===== src/rtl/axi_wr_seq_pkg.sv =====
// Shared types and constants for the AXI write burst sequencer.
package axi_wr_seq_pkg;

  localparam int ID_W = 4;

  typedef enum logic [2:0] {
    ST_IDLE = 3'b000,
    ST_ADDR = 3'b001,
    ST_DATA = 3'b010,
    ST_RESP = 3'b011,
    ST_DONE = 3'b100
  } wr_state_e;

  localparam logic [1:0] AXI_BURST_INCR = 2'b01;

  localparam logic [1:0] BRESP_OKAY   = 2'b00;
  localparam logic [1:0] BRESP_EXOKAY = 2'b01;
  localparam logic [1:0] BRESP_SLVERR = 2'b10;
  localparam logic [1:0] BRESP_DECERR = 2'b11;

  typedef struct packed {
    logic [ID_W-1:0] id;
    logic [1:0]      resp;
  } b_rsp_t;

  // Anything but OKAY, or a response tagged for another requester, is an error.
  function automatic logic b_is_err(input b_rsp_t rsp, input logic [ID_W-1:0] exp_id);
    return (rsp.resp != BRESP_OKAY) || (rsp.id != exp_id);
  endfunction

endpackage


===== src/rtl/axi_write_burst_sequencer_rr_arbiter.sv =====
// Combinational round-robin pick: first requester at or after rr_ptr, wrapping.
module rr_arbiter
  import axi_wr_seq_pkg::*;
#(
  parameter int NUM_REQ = 2,
  localparam int PW = (NUM_REQ > 1) ? $clog2(NUM_REQ) : 1
) (
  input  logic [NUM_REQ-1:0] req,
  input  logic [PW-1:0]      rr_ptr,
  output logic [NUM_REQ-1:0] winner,
  output logic [ID_W-1:0]    idx
);

  logic found;

  // Pass 1 covers indices at/above the pointer, pass 2 the wrapped-around ones.
  always_comb begin
    winner = '0;
    idx    = '0;
    found  = 1'b0;
    for (int i = 0; i < NUM_REQ; i++) begin
      if (!found && req[i] && (PW'(i) >= rr_ptr)) begin
        winner[i] = 1'b1;
        idx       = ID_W'(i);
        found     = 1'b1;
      end
    end
    for (int i = 0; i < NUM_REQ; i++) begin
      if (!found && req[i]) begin
        winner[i] = 1'b1;
        idx       = ID_W'(i);
        found     = 1'b1;
      end
    end
  end

endmodule


===== src/rtl/axi_write_burst_sequencer.sv =====
// Shares one AXI write path between NUM_REQ requesters, one burst outstanding.
// Optional B-response watchdog enabled by defining AXI_WR_SEQ_TIMEOUT_EN.
module axi_write_burst_sequencer
  import axi_wr_seq_pkg::*;
#(
  parameter int NUM_REQ         = 2,
  parameter int ADDR_WIDTH      = 32,
  parameter int DATA_BYTES_LOG2 = 2,
  parameter int TIMEOUT_CYCLES  = 1024
) (
  input  logic                          clk,
  input  logic                          resetn,
  input  logic [NUM_REQ-1:0]            req,
  input  logic [NUM_REQ*ADDR_WIDTH-1:0] req_addr,
  input  logic [NUM_REQ*8-1:0]          req_len,
  output logic [NUM_REQ-1:0]            grant,
  output logic [NUM_REQ-1:0]            req_done,
  output logic                          req_err,
  output logic [ID_W-1:0]               AWID,
  output logic [ADDR_WIDTH-1:0]         AWADDR,
  output logic [7:0]                    AWLEN,
  output logic [2:0]                    AWSIZE,
  output logic [1:0]                    AWBURST,
  output logic                          AWVALID,
  input  logic                          AWREADY,
  output logic                          dc_go,
  output logic [ID_W-1:0]               dc_transaction_ID,
  output logic                          dc_last_transfer,
  input  logic                          dc_data_sent,
  input  logic                          dc_done,
  input  logic [ID_W-1:0]               BID,
  input  logic [1:0]                    BRESP,
  input  logic                          BVALID,
  output logic                          BREADY,
  output logic [2:0]                    state_out
);

  localparam int PW = (NUM_REQ > 1) ? $clog2(NUM_REQ) : 1;

  wr_state_e state, state_nxt;

  logic [PW-1:0]      rr_ptr;
  logic [PW-1:0]      owner_ptr, ptr_inc;
  logic [7:0]         beat_cnt;
  logic               err;
  logic               done_pulse;
  logic               to_hit;
  logic [NUM_REQ-1:0] win_oh;
  logic [ID_W-1:0]    win_idx;
  logic [PW-1:0]      win_sel;
  b_rsp_t             b_rsp;

  logic [NUM_REQ-1:0][ADDR_WIDTH-1:0] addr_arr;
  logic [NUM_REQ-1:0][7:0]            len_arr;

  assign addr_arr = req_addr;
  assign len_arr  = req_len;
  assign b_rsp    = '{id: BID, resp: BRESP};
  assign win_sel  = win_idx[PW-1:0];

  rr_arbiter #(.NUM_REQ(NUM_REQ)) u_arb (
    .req    (req),
    .rr_ptr (rr_ptr),
    .winner (win_oh),
    .idx    (win_idx)
  );

`ifdef AXI_WR_SEQ_TIMEOUT_EN
  logic [15:0] to_cnt;

  // Held at zero outside RESP, so it is clear on every RESP entry.
  always_ff @(posedge clk or negedge resetn) begin
    if (!resetn)                to_cnt <= '0;
    else if (state != ST_RESP)  to_cnt <= '0;
    else if (!BVALID)           to_cnt <= to_cnt + 16'd1;
  end

  assign to_hit = (state == ST_RESP) && !BVALID && (to_cnt == 16'(TIMEOUT_CYCLES - 1));
`else
  logic unused_timeout_cfg;
  assign unused_timeout_cfg = |TIMEOUT_CYCLES;
  assign to_hit = 1'b0;
`endif

  always_ff @(posedge clk or negedge resetn) begin
    if (!resetn) state <= ST_IDLE;
    else         state <= state_nxt;
  end

  always_comb begin
    state_nxt = state;
    case (state)
      ST_IDLE: if (|req)              state_nxt = ST_ADDR;
      ST_ADDR: if (AWREADY)           state_nxt = ST_DATA;
      ST_DATA: if (dc_done)           state_nxt = ST_RESP;
      ST_RESP: if (BVALID || to_hit)  state_nxt = ST_DONE;
      ST_DONE: if (!dc_done)          state_nxt = ST_IDLE;
      default:                        state_nxt = ST_IDLE;
    endcase
  end

  assign owner_ptr = AWID[PW-1:0];
  assign ptr_inc   = (owner_ptr == PW'(NUM_REQ - 1)) ? '0 : owner_ptr + 1'b1;

  always_ff @(posedge clk or negedge resetn) begin
    if (!resetn) begin
      grant      <= '0;
      AWID       <= '0;
      AWADDR     <= '0;
      AWLEN      <= '0;
      beat_cnt   <= '0;
      rr_ptr     <= '0;
      err        <= 1'b0;
      done_pulse <= 1'b0;
    end else begin
      done_pulse <= 1'b0;
      case (state)
        ST_IDLE: if (|req) begin
          grant    <= win_oh;
          AWID     <= win_idx;
          AWADDR   <= addr_arr[win_sel];
          AWLEN    <= len_arr[win_sel];
          beat_cnt <= '0;
          err      <= 1'b0;
        end
        ST_DATA: if (dc_data_sent) beat_cnt <= beat_cnt + 8'd1;
        ST_RESP: if (BVALID || to_hit) begin
          err        <= BVALID ? b_is_err(b_rsp, AWID) : 1'b1;
          done_pulse <= 1'b1;
          grant      <= '0;
          rr_ptr     <= ptr_inc;
        end
        default: ;
      endcase
    end
  end

  // done_pulse is only set on the RESP->DONE edge, so req_done is an entry-cycle pulse.
  for (genvar i = 0; i < NUM_REQ; i++) begin : g_done
    assign req_done[i] = done_pulse && (AWID == ID_W'(i));
  end

  assign req_err           = done_pulse && err;
  assign AWSIZE            = 3'(DATA_BYTES_LOG2);
  assign AWBURST           = AXI_BURST_INCR;
  assign AWVALID           = (state == ST_ADDR);
  assign BREADY            = (state == ST_RESP);
  assign dc_go             = (state == ST_DATA) || (state == ST_RESP);
  assign dc_transaction_ID = AWID;
  assign dc_last_transfer  = (state == ST_DATA) && (beat_cnt == AWLEN);
  assign state_out         = state;

endmodule


===== config.mk =====
export PLATFORM = sky130hd
export DESIGN_NAME = axi_write_burst_sequencer
export DESIGN_NICKNAME = d
export VERILOG_FILES = /design/src/rtl/axi_wr_seq_pkg.sv /design/src/rtl/axi_write_burst_sequencer_rr_arbiter.sv /design/src/rtl/axi_write_burst_sequencer.sv
export SDC_FILE = /design/constraint.sdc
export NUM_CORES = 1
export LEC_CHECK = 0
export BUFFER_PORTS_ARGS = -buffer_cell sky130_fd_sc_hd__buf_2
export CAP_MARGIN = 30
export CORE_MARGIN = 5
export CORE_UTILIZATION = 40
export CTS_BUF_LIST = sky130_fd_sc_hd__clkbuf_2 sky130_fd_sc_hd__clkbuf_4 sky130_fd_sc_hd__clkbuf_8
export DETAILED_ROUTE_END_ITERATION = 10
export PLACE_DENSITY = 0.78
export REMOVE_ABC_BUFFERS = 1
export SETUP_SLACK_MARGIN = 0.5
export SLEW_MARGIN = 20
export SYNTH_ARGS = -nofsm -noshare
export SYNTH_HDL_FRONTEND = slang
export SYNTH_SLANG_ARGS = --single-unit

===== constraint.sdc =====
create_clock -name clk -period 2 [get_ports clk]
set_clock_uncertainty 0.15 [all_clocks]
set_input_delay 0.2 -clock clk [delete_from_list [all_inputs] [get_ports clk]]
set_output_delay 0.2 -clock clk [all_outputs]
set_load 0.01 [all_outputs]

==> impl_metrics.toml, run 1 <==
[detailed_routing]
drt-met1-wl_um = 3870
wl_per_cell_um = 17.2
route.met3.wl_um = 600
ant_nets = 0
highest_layer = "met4"
post-route-drc-count = 0
vias = 2939
drt_pass1_iterations = 4
drt-initial-drc-count = 101
wl_met2_um = 5620
vias_per_cell = 4.93
routed_wl_um = 10300

[layout]
fillerInstances = 498
seqCellArea_sq_mm = 0.00143
multi_input_area_sq_mm = 0.00180
nets = 587
antenna-diode-count = 0
syn_to_final_growth_pct = 79.9
drive_gt1_frac = 0.616

[worst_setup_path]
cpPeakStageDelay_ns = 0.41
critPathArrivalTime_ns = 1.67
crit_path_max_fanout = 2
crit_type = "reg -> out"
start_kind = "flip-flop"
required_ns = 1.65
path_cells = "xor2_1 > nor4_2 > nand3_1 > nor4_1 > buf_2"
slowest_stage = "dfrtp_1"
end_kind = "output port"

[timing]
setup_ws_ns = -0.0191
max_slew_margin = 0.660
setup_viol = 1
drv_slew = 0
max_slew.worst_pin.slew_ns = 0.510
whs_ns = 0.00432
post-route-period-util = 1.01
layout_min_cycle_time_ns = 2.02
finalHoldViolations = 0
max_clock_freq_mhz = 495
rsz0062_at_grt = "true"

[clock_tree]
cts_buffers = 9
cts.path.max_buffers = 2
cts.sinks = 57
cts_root_buf = "clkbuf_8"
cts_tree = "done"
path_clk_slew_ns = 0.06
ctsHtreeMaxLevel = 3
insertion_delay_ns = 0.35

[floorplan]
chipHeight_um = 95.7
floorplan.initialDensity = 0.408
fp.dieW_um = 95.7
core_area_sq_mm = 0.00721
die_area_sq_mm = 0.00917
row_count = 31
pin_count = 159

[logic_synthesis]
ys_warn_count = 0
ys_seq_area_frac = 0.485
ys.flop_type = "dfrtp_1"
synth-edff-count = 0
syn-instance-count = 294
ys_types = 34
synth_area_per_cell_sq_um = 10.0
synth_seq_cells = 57
syn_area_sq_mm = 0.00294
async_flop_share = 1.00

[flow_run]
drv_cap = 0

[placed_design]
io_buffers = 147
place_hpwl_um = 5540
place_congestion = 0.768

[status]
outcome = "finished with violations"
failed_checks = "setup timing"

[power]
p_total_mw = 8.36
p_leak_nw = 2.55
max-vdd-ir-drop_uv = 787
power_density_mw_per_mm2 = 1580

[global_routing]
antenna_found_initial = 0
grt_max_degree = 43
grtUsageTotal = 0.223
grt.overflow.total = 0
grt_pass1_wl_um = 15500
grt_pass1_vias = 3109

[min_path]
hold_class = "in -> reg"
-- critical path: cells and delay by family, from the launching register on --
kind          cells  cell delay, ns
xor+xnor          1            0.19
buf+inv           1            0.18
flops             1            0.41
simple gates      3            0.55
-- report_power, final --
part	leakage, nW	total, mW	switching, mW	internal [mW]
clock	0.109	1.18	0.475	0.708
combinational	1.79	5.05	2.29	2.76
sequential	0.658	2.12	0.455	1.67
-- layer usage --
layer,vias to the layer above,GRT usage
met5,-,0
met4,0,0.0604
met3,20,0.0579
met2,102,0.394
met1,1426,0.270
li1,1391,-
-- metrics by stage --
step / TNS [ns] / area, sq um / utilization / cells / worst slack (ns)
2_1_floorplan: -62.01 / 2790 / - / 274 / -1.41
3_3_place_gp: 0 / 3750 / 0.520 / 526 / 0.264
3_5_place_dp: 0 / 3750 / 0.520 / 526 / 0.190
4_1_cts: -0.000898 / 5020 / 0.696 / 585 / -0.000898
5_1_grt: -0.0813 / 5290 / 0.733 / 596 / -0.0813
6_report: -0.0191 / 5290 / 0.733 / 596 / -0.0191
-- kinds of logic (layout without fill, tap and decap cells) --
| group | count (synthesis) | count (layout) | synth area share |
|---|---|---|---|
| AOI/OAI and AO/OA | 53 | 53 | 0.0966 |
| xor gates and xnor gates | 15 | 15 | 0.0447 |
| adders and majority gates | 1 | 1 | 0.00425 |
| buffers and inverters | 33 | 227 | 0.0689 |
| DFF | 57 | 57 | 0.485 |
| muxes | 42 | 42 | 0.148 |
| other | 2 | 11 | 0.00255 |
| and+or+nand+nor | 91 | 91 | 0.150 |
-- registers in the layout, summed over array words and instances (netlist names) --
name / flops
done_pulse: 1
state_out: 3
AWADDR: 32
grant: 2
rr_ptr: 1
AWLEN: 8
beat_cnt: 8
AWID: 1
err: 1
-- path summary, 6_finish.rpt --
check,start,depth (start not counted),end,slack (ns)
worst min-delay path,BID[2],3,err,0.004
worst max-delay path,AWLEN[1],5,dc_last_transfer,-0.02
max in group asynchronous,resetn,3,state_out[0],0.88
worst min register to register,AWADDR[7],2,AWADDR[7],0.36
worst max register to register,state_out[0],9,AWADDR[12],0.12
min in group asynchronous,resetn,2,AWADDR[18],0.23
-- layout make-up --
| class | count | share of cell area |
|---|---|---|
| tap | 99 | 0.0234 |
| multi-input combinational | 213 | 0.339 |
| timing repair buffer | 207 | 0.323 |
| clock inverter | 6 | 0.0156 |
| sequential | 57 | 0.271 |
| inverter | 4 | 0.00284 |
| clock buffer | 10 | 0.0248 |
-- synth_stat cells, types with 3 or more instances --
| cell | instances | share of area |
|---|---|---|
| inv_1 | 4 | 0.0051 |
| dfrtp_1 | 57 | 0.49 |
| nor3_1 | 5 | 0.0085 |
| a21oi_1 | 42 | 0.071 |
| xnor2_1 | 3 | 0.0089 |
| o21ai_0 | 5 | 0.0085 |
| nand3_1 | 5 | 0.0085 |
| xor2_1 | 12 | 0.036 |
| nand2_1 | 13 | 0.017 |
| buf_2 | 9 | 0.015 |
| nor2_1 | 51 | 0.065 |
| mux2i_1 | 40 | 0.14 |
| nor4_1 | 3 | 0.0064 |
| and2_1 | 3 | 0.0064 |
| buf_4 | 18 | 0.046 |
-- cell usage in the layout (no fill, tap or decap), drive strengths merged, types with 2 or more instances in the layout --
cell | netlist | routed
clkbuf | 2 | 10
mux2i | 40 | 40
conb | 2 | 11
nor4 | 4 | 4
a21oi | 42 | 42
o21ai | 6 | 6
nand4 | 2 | 2
nor2 | 51 | 51
bufinv | 0 | 2
inv | 4 | 4
dfrtp | 57 | 57
nor3 | 5 | 5
xor2 | 12 | 12
buf | 27 | 203
clkinv | 0 | 3
xnor2 | 3 | 3
nor2b | 2 | 2
dlygate4sd3 | 0 | 4
nand3 | 5 | 5
and2 | 3 | 3
nand2 | 13 | 13
nand2b | 2 | 2
-- timing repair --
action,in CTS,in global routing
setup endpoints to repair,60,61
cloned,13,0
pin swaps,10,16
hold buffers,4,0
setup buffers,26,11
gates resized for setup,114,45
endpoints found under the hold margin,24,0
(Power assumes the default switching activity.)
==> inputs of run 2 (changes only) <==
--- a/config.mk
+++ b/config.mk
@@ -11,6 +11,7 @@
 export CORE_UTILIZATION = 40
 export CTS_BUF_LIST = sky130_fd_sc_hd__clkbuf_2 sky130_fd_sc_hd__clkbuf_4 sky130_fd_sc_hd__clkbuf_8
 export DETAILED_ROUTE_END_ITERATION = 10
+export MAX_ROUTING_LAYER = met4
 export PLACE_DENSITY = 0.78
 export REMOVE_ABC_BUFFERS = 1
 export SETUP_SLACK_MARGIN = 0.5
==> run 2 against run 1 <==
Against the previous run:
- the flow still finishes with violations (setup timing)
- flip-flop and latch count did not move
- clock-buffer cell count grew 4
- global-route usage rose by 2.4 points
- via count rose by 4.9%
- combinational power rose by 13%
- sequential power hardly changed
- maximum frequency fell by 3.4%
- critical path type unchanged
- highest routed layer unchanged
==> impl_metrics.toml, run 2 (same netlist as run 1, synthesis figures left out) <==
[layout]
multi_input_area_sq_mm = 0.00191
syn_to_final_growth_pct = 90.7
nets = 606
finalNonFillerCells = 615
fillerInstances = 468
final_common_cell = "buf_2"
top_regs = "AWADDR: 32 flops, AWLEN: 8 flops, beat_cnt: 8 flops"
final_area_sq_mm = 0.00561
antenna-diode-count = 0
drive_gt1_frac = 0.671
largest_reg_flops = 32
layout_common_cells = "buf_2 (142), dfrtp_1 (52), mux2i_1 (40), buf_6 (37), a21oi_2 (36)"
largest-register = "AWADDR"
seqCellArea_sq_mm = 0.00143

[placed_design]
io_buffers = 147
place_congestion = 0.811
place_hpwl_um = 5600
dpl_cell_area_sq_mm = 0.00376
dpl.cell_count = 527

[detailed_routing]
drt-initial-drc-count = 57
routed_wl_um = 11300
ant_nets = 0
drt_pass1_iterations = 5
post-route-drc-count = 0
wl_per_cell_um = 18.4
vias = 3083
vias_per_cell = 5.01

[timing]
rsz0062_at_grt = "true"
max_slew_margin = 0.653
setup_tns_ns = -0.0904
setup_viol = 1
finalHoldViolations = 0
layout_min_cycle_time_ns = 2.09
drv_slew = 0
post-route-period-util = 1.05
setup_ws_ns = -0.0904
max_clock_freq_mhz = 478
max_slew.worst_pin.slew_ns = 0.521

[worst_setup_path]
start_kind = "flip-flop"
path_buf_inv = 1
slowest_stage = "dfrtp_1"
critPathArrivalTime_ns = 1.74
end_kind = "output port"
crit_path_max_fanout = 2
critPathTopFamily = "simple AND/OR/NAND/NOR gates"
path_cells = "xor2_1 > nor4_1 > nand3_1 > nor4_2 > buf_2"
crit_type = "reg -> out"
cpPeakStageDelay_ns = 0.40
required_ns = 1.65

[floorplan]
floorplan.initialDensity = 0.408
die_area_sq_mm = 0.00917
chipHeight_um = 95.7
row_count = 31
fp.dieW_um = 95.7
core_area_sq_mm = 0.00721
pin_count = 159

[global_routing]
grt_pass1_wl_um = 16400
grt_pass1_vias = 3224
antenna_found_initial = 0
grtUsageTotal = 0.247
grt.overflow.total = 0
grt_max_degree = 43

[clock_tree]
cts_root_buf = "clkbuf_8"
path_clk_slew_ns = 0.06
cts.sinks = 57
cts_buffers = 9
insertion_delay_ns = 0.34
cts.path.max_buffers = 2
cts_tree = "done"
ctsHtreeMaxLevel = 3

[power]
p_leak_nw = 2.73
max-vdd-ir-drop_uv = 695
p_total_mw = 9.02
power_density_mw_per_mm2 = 1610

[status]
outcome = "finished with violations"
failed_checks = "setup timing"

[flow_run]
drv_cap = 0

[min_path]
hold_class = "in -> reg"
## run 2: what timing repair did
item / in CTS / in global routing
buffers inserted: 35 / 21
setup endpoints to repair: 58 / 66
cloned: 14 / 0
resized for setup: 147 / 54
endpoints found under the hold margin: 22 / 0
hold buffers: 2 / 0
pin swaps: 23 / 16
## run 2: area by class of cell
cell class | instances | share of cell area
repair buffers | 226 | 0.341
multi-input cells | 213 | 0.340
flip-flops and latches | 57 | 0.256
clock buffers | 14 | 0.0321
well taps | 99 | 0.0221
clock inverters | 2 | 0.00625
inverters | 4 | 0.00268
## run 2: worst paths after layout
kind                               from          endpoint  slack (ns)  cells past startpoint
setup / recovery            beat_cnt[1]  dc_last_transfer       -0.09                      5
hold / removal                   BID[2]               err       0.006                      3
setup reg to reg           state_out[2]         AWADDR[1]        0.12                      9
hold reg to reg               AWADDR[8]         AWADDR[8]        0.37                      2
max in group asynchronous        resetn      state_out[1]        0.85                      3
min in group asynchronous        resetn        done_pulse        0.26                      2
## run 2: metrics by stage
stage	hold slack [ns]	setup WS, ns	util
3_3_place_gp	0.0497	0.279	0.521
6_report	0.00557	-0.0904	0.777
4_1_cts	0.00225	-0.00659	0.722
3_5_place_dp	0.0508	0.209	0.521
2_1_floorplan	-0.246	-1.41	-
5_1_grt	0.00683	-0.153	0.777
## run 2: worst min-delay path: stages
cell     delay (ns)
buf_2          0.07
nor3_1         0.05
o22ai_2        0.12
## run 2: metal layers
metal  vias to the layer above  global-route usage  wire length [um]
met5                         -                   -                 0
met4                         0               0.107               314
met3                        34              0.0477               593
met2                       130               0.427              6340
met1                      1483               0.278              4090
li1                       1436                   -                 -
## run 2: power by group
part / leakage [nW] / switching (mW) / internal (mW)
combinational: 1.96 / 2.54 / 3.16
sequential: 0.657 / 0.487 / 1.66
clock: 0.114 / 0.460 / 0.704
